<file path="config.mk">
export PLATFORM = sky130hd
export DESIGN_NAME = trace_buffer_ctrl
export DESIGN_NICKNAME = d
export VERILOG_FILES = /design/src/rtl/trace_buffer_ctrl_pkg.sv /design/src/rtl/trace_buffer_ctrl.sv
export SDC_FILE = /design/constraint.sdc
export NUM_CORES = 1
export LEC_CHECK = 0
export CAP_MARGIN = 20
export CORE_ASPECT_RATIO = 1.25
export CORE_MARGIN = 5
export CORE_UTILIZATION = 45
export DETAILED_ROUTE_END_ITERATION = 16
export GPL_ROUTABILITY_DRIVEN = 0
export MAX_ROUTING_LAYER = met4
export PLACE_DENSITY = 0.82
export SLEW_MARGIN = 0
export SYNTH_ARGS = -nofsm -noshare
export SYNTH_HDL_FRONTEND = slang
export SYNTH_SLANG_ARGS = --single-unit
</file>
<file path="constraint.sdc">
create_clock -name clk -period 3.2 [get_ports clk]
set_clock_uncertainty 0.15 [all_clocks]
set_input_delay 0.8 -clock clk [delete_from_list [all_inputs] [get_ports clk]]
set_output_delay 0.8 -clock clk [all_outputs]
set_load 0.02 [all_outputs]
</file>
<file path="src/rtl/trace_buffer_ctrl_pkg.sv">
`default_nettype none
// ============================================================================
// Module   : trace_buffer_ctrl_pkg
// Brief    : Shared FSM state encoding and output-FIFO sizing rule for the
//            trace buffer controller.
// Revision : 1.0
// ============================================================================
package trace_buffer_ctrl_pkg;

  typedef enum logic [1:0] {
    ST_IDLE    = 2'd0,
    ST_CAPTURE = 2'd1,
    ST_DRAIN   = 2'd2
  } state_t;

  // Two spare slots beyond the RAM pipeline let reads stream at full rate.
  function automatic int fifo_depth(input int ram_latency);
    return ram_latency + 2;
  endfunction

endpackage
`default_nettype wire

</file>
<file path="src/rtl/trace_buffer_ctrl.sv">
`default_nettype none
// ============================================================================
// Module   : trace_buffer_ctrl
// Brief    : Circular trace capture into an external dual-port RAM with a
//            credit-controlled, latency-tolerant oldest-first drain path.
// Revision : 1.0
// ============================================================================
module trace_buffer_ctrl
  import trace_buffer_ctrl_pkg::*;
#(
  parameter int DATA_W      = 32,
  parameter int ADDR_W      = 8,
  parameter int RAM_LATENCY = 2
) (
  input  logic              clk,
  input  logic              rst_n,
  input  logic              in_valid,
  input  logic [DATA_W-1:0] in_data,
  input  logic              cmd_start,
  input  logic              cmd_stop,
  input  logic              cmd_drain,
  output logic              out_valid,
  input  logic              out_ready,
  output logic [DATA_W-1:0] out_data,
  output logic              drain_done,
  output logic              capturing,
  output logic              wrapped,
  output logic [ADDR_W:0]   count,
  output logic              ram_clken,
  output logic              ram_wren_a,
  output logic [ADDR_W-1:0] ram_addr_a,
  output logic [DATA_W-1:0] ram_data_a,
  output logic              ram_wren_b,
  output logic [DATA_W-1:0] ram_data_b,
  output logic [ADDR_W-1:0] ram_addr_b,
  input  logic [DATA_W-1:0] ram_q_b
);

  localparam int c_FIFO_D = fifo_depth(RAM_LATENCY);
  localparam int c_IDX_W  = $clog2(c_FIFO_D);
  localparam int c_CNT_W  = $clog2(c_FIFO_D + 1);
  localparam logic [ADDR_W:0]    c_DEPTH_CNT = {1'b1, {ADDR_W{1'b0}}};
  localparam logic [c_IDX_W-1:0] c_IDX_LAST  = c_IDX_W'(c_FIFO_D - 1);
  localparam logic [c_CNT_W:0]   c_CREDIT    = (c_CNT_W + 1)'(c_FIFO_D);

  state_t r_state, w_state_nxt;

  logic [ADDR_W-1:0]      r_wr_ptr;
  logic [ADDR_W-1:0]      r_rd_ptr;
  logic [ADDR_W:0]        r_count;
  logic [ADDR_W:0]        r_remaining;
  logic                   r_wrapped;
  logic                   r_drain_done;
  logic [RAM_LATENCY-1:0] r_vld;
  logic [c_CNT_W-1:0]     r_in_flight;
  logic [c_CNT_W-1:0]     r_occ;
  logic [c_IDX_W-1:0]     r_fifo_wr;
  logic [c_IDX_W-1:0]     r_fifo_rd;
  logic [DATA_W-1:0]      r_fifo [c_FIFO_D];

  logic w_wr_en, w_issue, w_start, w_enter_drain, w_done_nxt;
  logic w_push, w_pop, w_credit;

  assign w_push   = r_vld[RAM_LATENCY-1];
  assign w_pop    = out_valid && out_ready;
  // Reads in flight already own a FIFO slot, so they count against the credit.
  assign w_credit = ({1'b0, r_in_flight} + {1'b0, r_occ}) < c_CREDIT;

  always_ff @(posedge clk or negedge rst_n) begin
    if (!rst_n) r_state <= ST_IDLE;
    else        r_state <= w_state_nxt;
  end

  always_comb begin
    w_state_nxt   = r_state;
    w_wr_en       = 1'b0;
    w_issue       = 1'b0;
    w_start       = 1'b0;
    w_enter_drain = 1'b0;
    w_done_nxt    = 1'b0;
    case (r_state)
      ST_IDLE: begin
        if (cmd_start) begin
          w_start     = 1'b1;
          w_state_nxt = ST_CAPTURE;
        end else if (cmd_drain) begin
          if (r_count != '0) begin
            w_enter_drain = 1'b1;
            w_state_nxt   = ST_DRAIN;
          end else begin
            w_done_nxt = 1'b1;
          end
        end
      end
      ST_CAPTURE: begin
        w_wr_en = in_valid;
        if (cmd_stop) w_state_nxt = ST_IDLE;
      end
      ST_DRAIN: begin
        w_issue = (r_remaining != '0) && w_credit;
        if (r_remaining == '0 && r_in_flight == '0 && r_occ == '0) begin
          w_state_nxt = ST_IDLE;
          w_done_nxt  = 1'b1;
        end
      end
      default: w_state_nxt = ST_IDLE;
    endcase
  end

  always_ff @(posedge clk or negedge rst_n) begin
    if (!rst_n) begin
      r_wr_ptr     <= '0;
      r_rd_ptr     <= '0;
      r_count      <= '0;
      r_remaining  <= '0;
      r_wrapped    <= 1'b0;
      r_drain_done <= 1'b0;
      r_vld        <= '0;
      r_in_flight  <= '0;
      r_occ        <= '0;
      r_fifo_wr    <= '0;
      r_fifo_rd    <= '0;
    end else begin
      r_drain_done <= w_done_nxt;

      if (w_start) begin
        r_wr_ptr  <= '0;
        r_count   <= '0;
        r_wrapped <= 1'b0;
      end else if (w_wr_en) begin
        r_wr_ptr <= r_wr_ptr + 1'b1;
        if (r_count != c_DEPTH_CNT) r_count <= r_count + 1'b1;
        if (&r_wr_ptr) r_wrapped <= 1'b1;
      end

      // Once wrapped, the write pointer marks the oldest surviving entry.
      if (w_enter_drain) begin
        r_rd_ptr    <= r_wrapped ? r_wr_ptr : '0;
        r_remaining <= r_count;
      end else if (w_issue) begin
        r_rd_ptr    <= r_rd_ptr + 1'b1;
        r_remaining <= r_remaining - 1'b1;
      end

      r_vld[0] <= w_issue;
      for (int i = 1; i < RAM_LATENCY; i++) r_vld[i] <= r_vld[i-1];
      r_in_flight <= r_in_flight + c_CNT_W'(w_issue) - c_CNT_W'(w_push);

      r_occ <= r_occ + c_CNT_W'(w_push) - c_CNT_W'(w_pop);
      if (w_push) r_fifo_wr <= (r_fifo_wr == c_IDX_LAST) ? '0 : r_fifo_wr + 1'b1;
      if (w_pop)  r_fifo_rd <= (r_fifo_rd == c_IDX_LAST) ? '0 : r_fifo_rd + 1'b1;
    end
  end

  always_ff @(posedge clk) begin
    if (w_push) r_fifo[r_fifo_wr] <= ram_q_b;
  end

  assign out_valid  = (r_occ != '0);
  assign out_data   = r_fifo[r_fifo_rd];
  assign drain_done = r_drain_done;
  assign capturing  = (r_state == ST_CAPTURE);
  assign wrapped    = r_wrapped;
  assign count      = r_count;

  assign ram_clken  = 1'b1;
  assign ram_wren_a = w_wr_en;
  assign ram_addr_a = r_wr_ptr;
  assign ram_data_a = in_data;
  assign ram_wren_b = 1'b0;
  assign ram_data_b = '0;
  assign ram_addr_b = r_rd_ptr;

endmodule
`default_nettype wire

</file>
== Yosys cells after proc, flatten, opt, wreduce, memory -nomap -nowiden ==
Memories as Yosys holds them, arrays and structs flattened.
Index checks and enable logic that the tools add are counted.

* Register bits after elaboration: 50
* Memories: 1
* Bits in latches: 0
* Memory bits (read-only): 0
* Output and inout port bits: 128
* Word-level logic and storage cells: 89
* Bits of input ports: 71
* Memory bits (writable): 128

* Equal/unequal tests: 9
* Add/subtract/negate cells: 11
* $lt $le $gt $ge: 1
* $mul: 0
* Reductions and logical operators: 19
* Mux-type cells: 36
* Bitwise operators: 0
* Divide/modulo/power cells: 0
* Shift operators: 0

{| class="wikitable"
|+ Memories
! name !! depth !! width !! read ports !! clocked after memory_dff !! wr ports !! RTL line !! text
|-
| r_fifo || 4 || 32 || 1 || 0 || 1 || trace_buffer_ctrl.sv:59 || <nowiki>logic [DATA_W-1:0] r_fifo [c_FIFO_D];</nowiki>
|}

{| class="wikitable"
|+ Operators with widths
! kind !! number
|-
| $mux W9 || 5
|-
| $mux W8 || 5
|-
| $reduce_bool A9 Y1 || 2
|-
| $mux W1 || 17
|-
| $add A8 B1 Y8 const B || 2
|-
| $mux W2 || 7
|-
| $add A9 B1 Y9 const B || 1
|-
| $logic_not A9 Y1 || 1
|-
| $ne A9 B9 Y1 const B || 1
|-
| $sub A9 B1 Y9 const B || 1
|-
| $reduce_and A8 Y1 || 1
|-
| $reduce_bool A2 Y1 || 4
|-
| $add A3 B1 Y3 || 2
|-
| $eq A2 B2 Y1 const B || 3
|-
| $logic_not A3 Y1 || 2
|-
| $ne A3 B3 Y1 const B || 2
|-
| $pmux W2 S3 || 1
|-
| $sub A3 B1 Y3 || 2
|-
| $add A2 B1 Y2 const B || 2
|-
| $add A3 B3 Y4 || 1
|-
| $logic_and A1 B1 Y1 || 4
|-
| $lt A4 B3 Y1 const B || 1
|-
| $ne A2 B2 Y1 const B || 2
|-
| $reduce_and A2 Y1 || 2
|-
| 5 further kinds || 5
|}

== Longest topological paths before layout ==
Gate-level depths: netlist of the first run.

* Depth after elaboration: 6
* Mapped depth: 12
* Gate-level depth less buffers: 12

== Worst setup path before layout of the first run ==
No wires, ideal clock.

* Kind: reg-to-reg
* Start point: register r_in_flight[2]
* End point: register r_in_flight[2]
* Arrival time: 2494 ps
* Clock period less this slack: 2770 ps
* Stages on the path, launching flop included: 13
* Path buffers: 1
* Data required time: 2925 ps
* Library setup time: 125 ps
* Setup slack: 430 ps
* Path through: dfrtp_1 -> ha_1 -> nor3_1 -> and3_1 -> clkbuf_1 -> nand2_1 -> ha_1 -> inv_1 -> ha_1 -> inv_1 -> fa_1 -> xnor2_1 -> xnor2_1

* Cells in the longest elaborated chain, start to end: 6

{| class="wikitable"
|+ Ends and longest elaborated chain
! what !! RTL line !! text
|-
| from (decl) || trace_buffer_ctrl.sv:55 || <nowiki>logic [c_CNT_W-1:0] r_in_flight;</nowiki>
|-
| from (signal assigned) || trace_buffer_ctrl.sv:147 || <nowiki>r_in_flight <= r_in_flight + c_CNT_W'(w_issue) - c_CNT_W'(w_push);</nowiki>
|-
| $add A3 B3 Y4 || trace_buffer_ctrl.sv:67 || <nowiki>assign w_credit = ({1'b0, r_in_flight} + {1'b0, r_occ}) < c_CREDIT;</nowiki>
|-
| $lt A4 B3 Y1 || trace_buffer_ctrl.sv:67 ||
|-
| $logic_and A1 B1 Y1 || trace_buffer_ctrl.sv:100 || <nowiki>w_issue = (r_remaining != '0) && w_credit;</nowiki>
|-
| $mux W1 || trace_buffer_ctrl.sv:81 || <nowiki>case (r_state)</nowiki>
|-
| $add A3 B1 Y3 * || trace_buffer_ctrl.sv:147 ||
|-
| $sub A3 B1 Y3 * || trace_buffer_ctrl.sv:147 ||
|}

Every way passes the cells marked *; elsewhere a longest branch is shown, timed or not.
A chain may end at the register's enable or synchronous reset.

== Final worst setup path of the first run ==
* Start point: register r_fifo_rd[0]
* End point: output port out_data[28]

* Cells in the longest elaborated chain, start to end: 1

{| class="wikitable"
|+ Ends and longest elaborated chain
! what !! RTL line !! text
|-
| from (decl) || trace_buffer_ctrl.sv:58 || <nowiki>logic [c_IDX_W-1:0] r_fifo_rd;</nowiki>
|-
| from (signal assigned) || trace_buffer_ctrl.sv:151 || <nowiki>if (w_pop) r_fifo_rd <= (r_fifo_rd == c_IDX_LAST) ? '0 : r_fifo_rd + 1'b1;</nowiki>
|-
| $mem_v2 Z4 W32 || -- ||
|-
| to (decl) || trace_buffer_ctrl.sv:24 || <nowiki>output logic [DATA_W-1:0] out_data,</nowiki>
|}

Every way passes these cells.

==> flow_summary_export.csv, run 1 <==
group,metric,value,unit
setup_path,crit_type,"flip-flop to output pin",
floorplan,core_region_area,17500,um^2
min_path,hold_class,"flip-flop to flip-flop",
grt,grt_busiest_layer,"met2",
timing,setup_viol,0,
yosys,synth.largest_area_cell,"edfxtp_1",
min_path,worstHoldStart,"r_vld[0]$_DFF_PN0_",
power_and_ir_drop,leakagePower,3.53,nW
power_and_ir_drop,ir_drop,525,uV
routing,wl_per_cell,18.9,um
setup_path,cp_top_family,"buffers and inverters",
timing,max_freq,322,MHz
grt,grt_util_met1,18.8,%
setup_path,worstReg2RegStart,"r_remaining[0]$_DFFE_PN0P_",
routing,routed_wl,16100,um
setup_path,cpMaxStageDelayCell,"clkdlybuf4s50_1",
timing,min_period,3.11,ns
yosys,synth_seq_area_share,63.7,%
cts,clkSinkCount,178,
setup_path,r2r-end,"r_in_flight[2]$_DFF_PN0_",
grt,antenna_found_initial,2,
routing,drt_pass1_iterations,6,
final_layout,fin_cells,853,
floorplan,row_count,54,
floorplan,initial_core_util,45.7,%
final_layout,fin_nets,704,
grt,grt_use_total,16.4,%
floorplan,io_pins,199,
yosys,syn_area,7990,um^2
timing,slew_headroom,41.4,%
power_and_ir_drop,p_clk_share,25.8,%
timing,hold_viol,0,
final_layout,fillCellCount,1367,
setup_path,critPathArrivalTime,2.16,ns
setup_path,reg2reg_depth,12,
cts,ctsHoldBuffers,0,
setup_path,critPathMaxFanout,6,
cts,cts_tree,"built",
flow_run,max_cap_viol_count,0,
power_and_ir_drop,p_sw_share,34.2,%
floorplan,die_area,20500,um^2
setup_path,cpPeakStageDelay,0.56,ns
place,dp.cells,817,
floorplan,die_y,159,um
yosys,synthTopCellsByArea,"edfxtp_1 (48%), dfrtp_1 (16%), mux4_2 (9.0%)",
timing,worst_pin_slew,0.879,ns
setup_path,endpoint_kind,"output pin",
yosys,avgSynthCellArea,14.8,um^2
grt,grt_pass1_wl,26000,um
timing,rsz0062_at_grt,"no",
setup_path,reg2reg_setup_slack,0.30,ns
timing,period_share,97.1,%
grt,grtUsageMet2,28.3,%
yosys,ys_seq_elements,178,
power_and_ir_drop,pwr-share-comb,36.6,%
timing,drv_slew,0,
cts,clk_latency,0.41,ns
routing,drt_iter0_markers,298,
yosys,synth-main-ff-cell,"edfxtp_1",
grt,grt_pass1_vias,4977,
grt,grt-ovfl-total,0,
power_and_ir_drop,switching_power,2.80,mW
power_and_ir_drop,power_density,860,nW/um^2
setup_path,path_cells,"buf_4, mux4_2, clkdlybuf4s50_1",
power_and_ir_drop,intPower,5.40,mW
grt,grt_max_degree,33,
yosys,async_flop_share,28.1,%
routing,postRouteAntennaNets,0,
setup_path,crit_buf_inv,2,
cts,ctsRootBufferMaster,"clkbuf_16",
outcome,run_status,"finished, final reports clean",
timing,whs,0.208,ns
min_path,holdPathEnd,"r_vld[1]$_DFF_PN0_",
place,port_buffers,100,
cts,clk_path_buf_depth,2,
setup_path,required,2.25,ns
cts,cts.clk_slew.worst_paths,0.07,ns
final_layout,fin_area,9550,um^2
routing,vias,4633,
yosys,yosysUniqueCellTypes,52,
yosys,yosysWarnings,0,
cts,cts_max_level,4,
cts,cts_buffers,17,
routing,drc,0,
timing,setup_tns,0,ns
yosys,synth_edf_count,128,
power_and_ir_drop,sequentialPowerShare,37.6,%
floorplan,die_w,129,um
place,place_hpwl,10900,um
setup_path,start_kind,"flip-flop",
min_path,worstHoldPathCells,0,
yosys,netlist_instances,539,
grt,grt_util_met3,5.07,%
routing,avgViaCountPerCell,5.43,
final_layout,drive_above_1_share,14.5,%
place,postPlaceCellArea,8910,um^2
final_layout,area_growth,19.4,%
yosys,synth_top_area_share,48.1,%
-- metrics by stage --
stage / utilization [%] / worst slack (ns) / total power [mW]
5_1_grt: 54.5 / 0.00528 / 8.67
6_report: 54.5 / 0.0916 / 8.20
3_3_place_gp: 50.9 / 0.161 / 6.02
4_1_cts: 54.5 / 0.0299 / 8.31
2_1_floorplan: - / 0.430 / 5.02
3_5_place_dp: 50.9 / 0.163 / 6.14
-- worst max path at each step --
| stage | cells past startpoint | end | slack (ns) | start |
|---|---|---|---|---|
| CTS | 3 | out_data[29] | 0.03 | r_fifo_rd[0]$_DFFE_PN0P_ |
| detailed placement | 3 | ram_wren_a | 0.16 | in_valid |
| floorplan | 12 | r_in_flight[2]$_DFF_PN0_ | 0.43 | r_in_flight[2]$_DFF_PN0_ |
| finish | 3 | out_data[28] | 0.09 | r_fifo_rd[0]$_DFFE_PN0P_ |
| global placement | 3 | ram_wren_a | 0.16 | in_valid |
| global route | 3 | out_data[24] | 0.005 | r_fifo_rd[0]$_DFFE_PN0P_ |
-- worst register-to-register path: stages, from the launching register on --
cell and delay (ns):
dfrtp_1 0.43, inv_1 0.11, ha_1 0.19, nor4b_1 0.35, nand2_1 0.28, nand2_1 0.16
ha_1 0.24, inv_1 0.05, ha_1 0.13, inv_1 0.05, fa_1 0.37, xnor2_1 0.15
xnor2_1 0.12
-- layout by cell type, fill, tap and decap left out, types with 3 or more instances in the layout --
master / synthesis / routed
nand2_1: 23 / 23
a31oi_1: 8 / 8
buf_4: 67 / 12
o21ai_0: 7 / 7
a21oi_1: 10 / 10
mux2i_1: 5 / 5
nor4b_1: 3 / 3
inv_6: 0 / 5
edfxtp_1: 128 / 128
dfrtp_1: 50 / 48
a21o_1: 4 / 4
or4_1: 7 / 7
clkdlybuf4s50_1: 0 / 98
a221o_1: 3 / 3
nor2_1: 22 / 22
inv_1: 19 / 19
ha_1: 17 / 17
o211ai_1: 8 / 8
nor3_1: 10 / 10
nand3_1: 14 / 14
clkbuf_16: 0 / 17
or3_1: 4 / 4
and2_2: 0 / 4
o31ai_1: 4 / 4
clkinv_4: 0 / 3
nand2b_1: 4 / 4
mux4_2: 32 / 32
nand4_1: 7 / 7
conb_1: 2 / 34
nor4_1: 7 / 7
xnor2_1: 10 / 10
and3_1: 4 / 4
xor2_1: 5 / 5
-- kinds of logic after synthesis --
kind of cell	Yosys count	synth area share, %
and+or+nand+nor	124	8.50
AOI/OAI and AO/OA	54	4.63
other	2	0.0939
DFF	178	63.7
buffers and inverters	109	8.45
xor gates and xnor gates	15	1.64
muxes	38	9.78
adders and majority gates	19	3.16
-- registers in the layout, summed over array words and instances, names as in the netlist --
register,flops
r_occ,3
drain_done,1
r_vld,2
r_remaining,9
count,9
r_state,2
ram_addr_a,8
r_fifo,128
r_fifo_rd,2
ram_addr_b,8
r_fifo_wr,2
r_in_flight,3
wrapped,1
-- cell usage after synthesis, types with 8 or more instances --
cell	instances
a21oi_1	10
a31oi_1	8
buf_4	67
clkbuf_1	16
dfrtp_1	50
edfxtp_1	128
ha_1	17
inv_1	19
mux4_2	32
nand2_1	23
nand3_1	14
nor2_1	22
nor3_1	10
o211ai_1	8
xnor2_1	10
-- metal layers --
metal  vias to the layer above  part of all wire (%)
li1                       2107                     -
met1                      2318                    39
met2                       197                    53
met3                        11                   7.0
met4                         0                  0.66
met5                         -                     0
-- what timing repair did --
| item | 4_1_cts | 5_1_grt |
|---|---|---|
| hold endpoints to repair | 0 | 0 |
| resized for setup | 0 | 2 |
| gates cloned | 0 | 0 |
| setup endpoints to repair | 28 | 2 |
| buffers inserted | 2 | 0 |
| pin swaps | 0 | 0 |
-- power by group through the flow --
stage               sequential (mW)  combinational, mW  clock, mW
floorplan                      3.09               1.93          0
global route                   3.13               3.27       2.27
finish                         3.09               3.00       2.12
detailed placement             3.15               2.99          0
global placement               3.11               2.90          0
CTS                            3.09               3.06       2.17
-- area by class of cell --
cell class / instances / area, um^2 / share of cell area, %
clock buffer: 17 / 425 / 4.46
clock inverter: 15 / 189 / 1.98
tap: 224 / 280 / 2.94
timing repair buffer: 114 / 1130 / 11.8
sequential: 178 / 5100 / 53.4
multi-input combinational: 284 / 2350 / 24.6
antenna: 2 / 5.00 / 0.0524
inverter: 19 / 71.3 / 0.747
(Power assumes the default switching activity.)
==> run 2: changes to the inputs <==
--- a/config.mk
+++ b/config.mk
@@ -17,3 +17,4 @@
 export SYNTH_ARGS = -nofsm -noshare
 export SYNTH_HDL_FRONTEND = slang
 export SYNTH_SLANG_ARGS = --single-unit
+export TNS_END_PERCENT = 30
==> results of run 2 <==
Same layout as run 1: the final DEF is identical, and so are final timing and power.
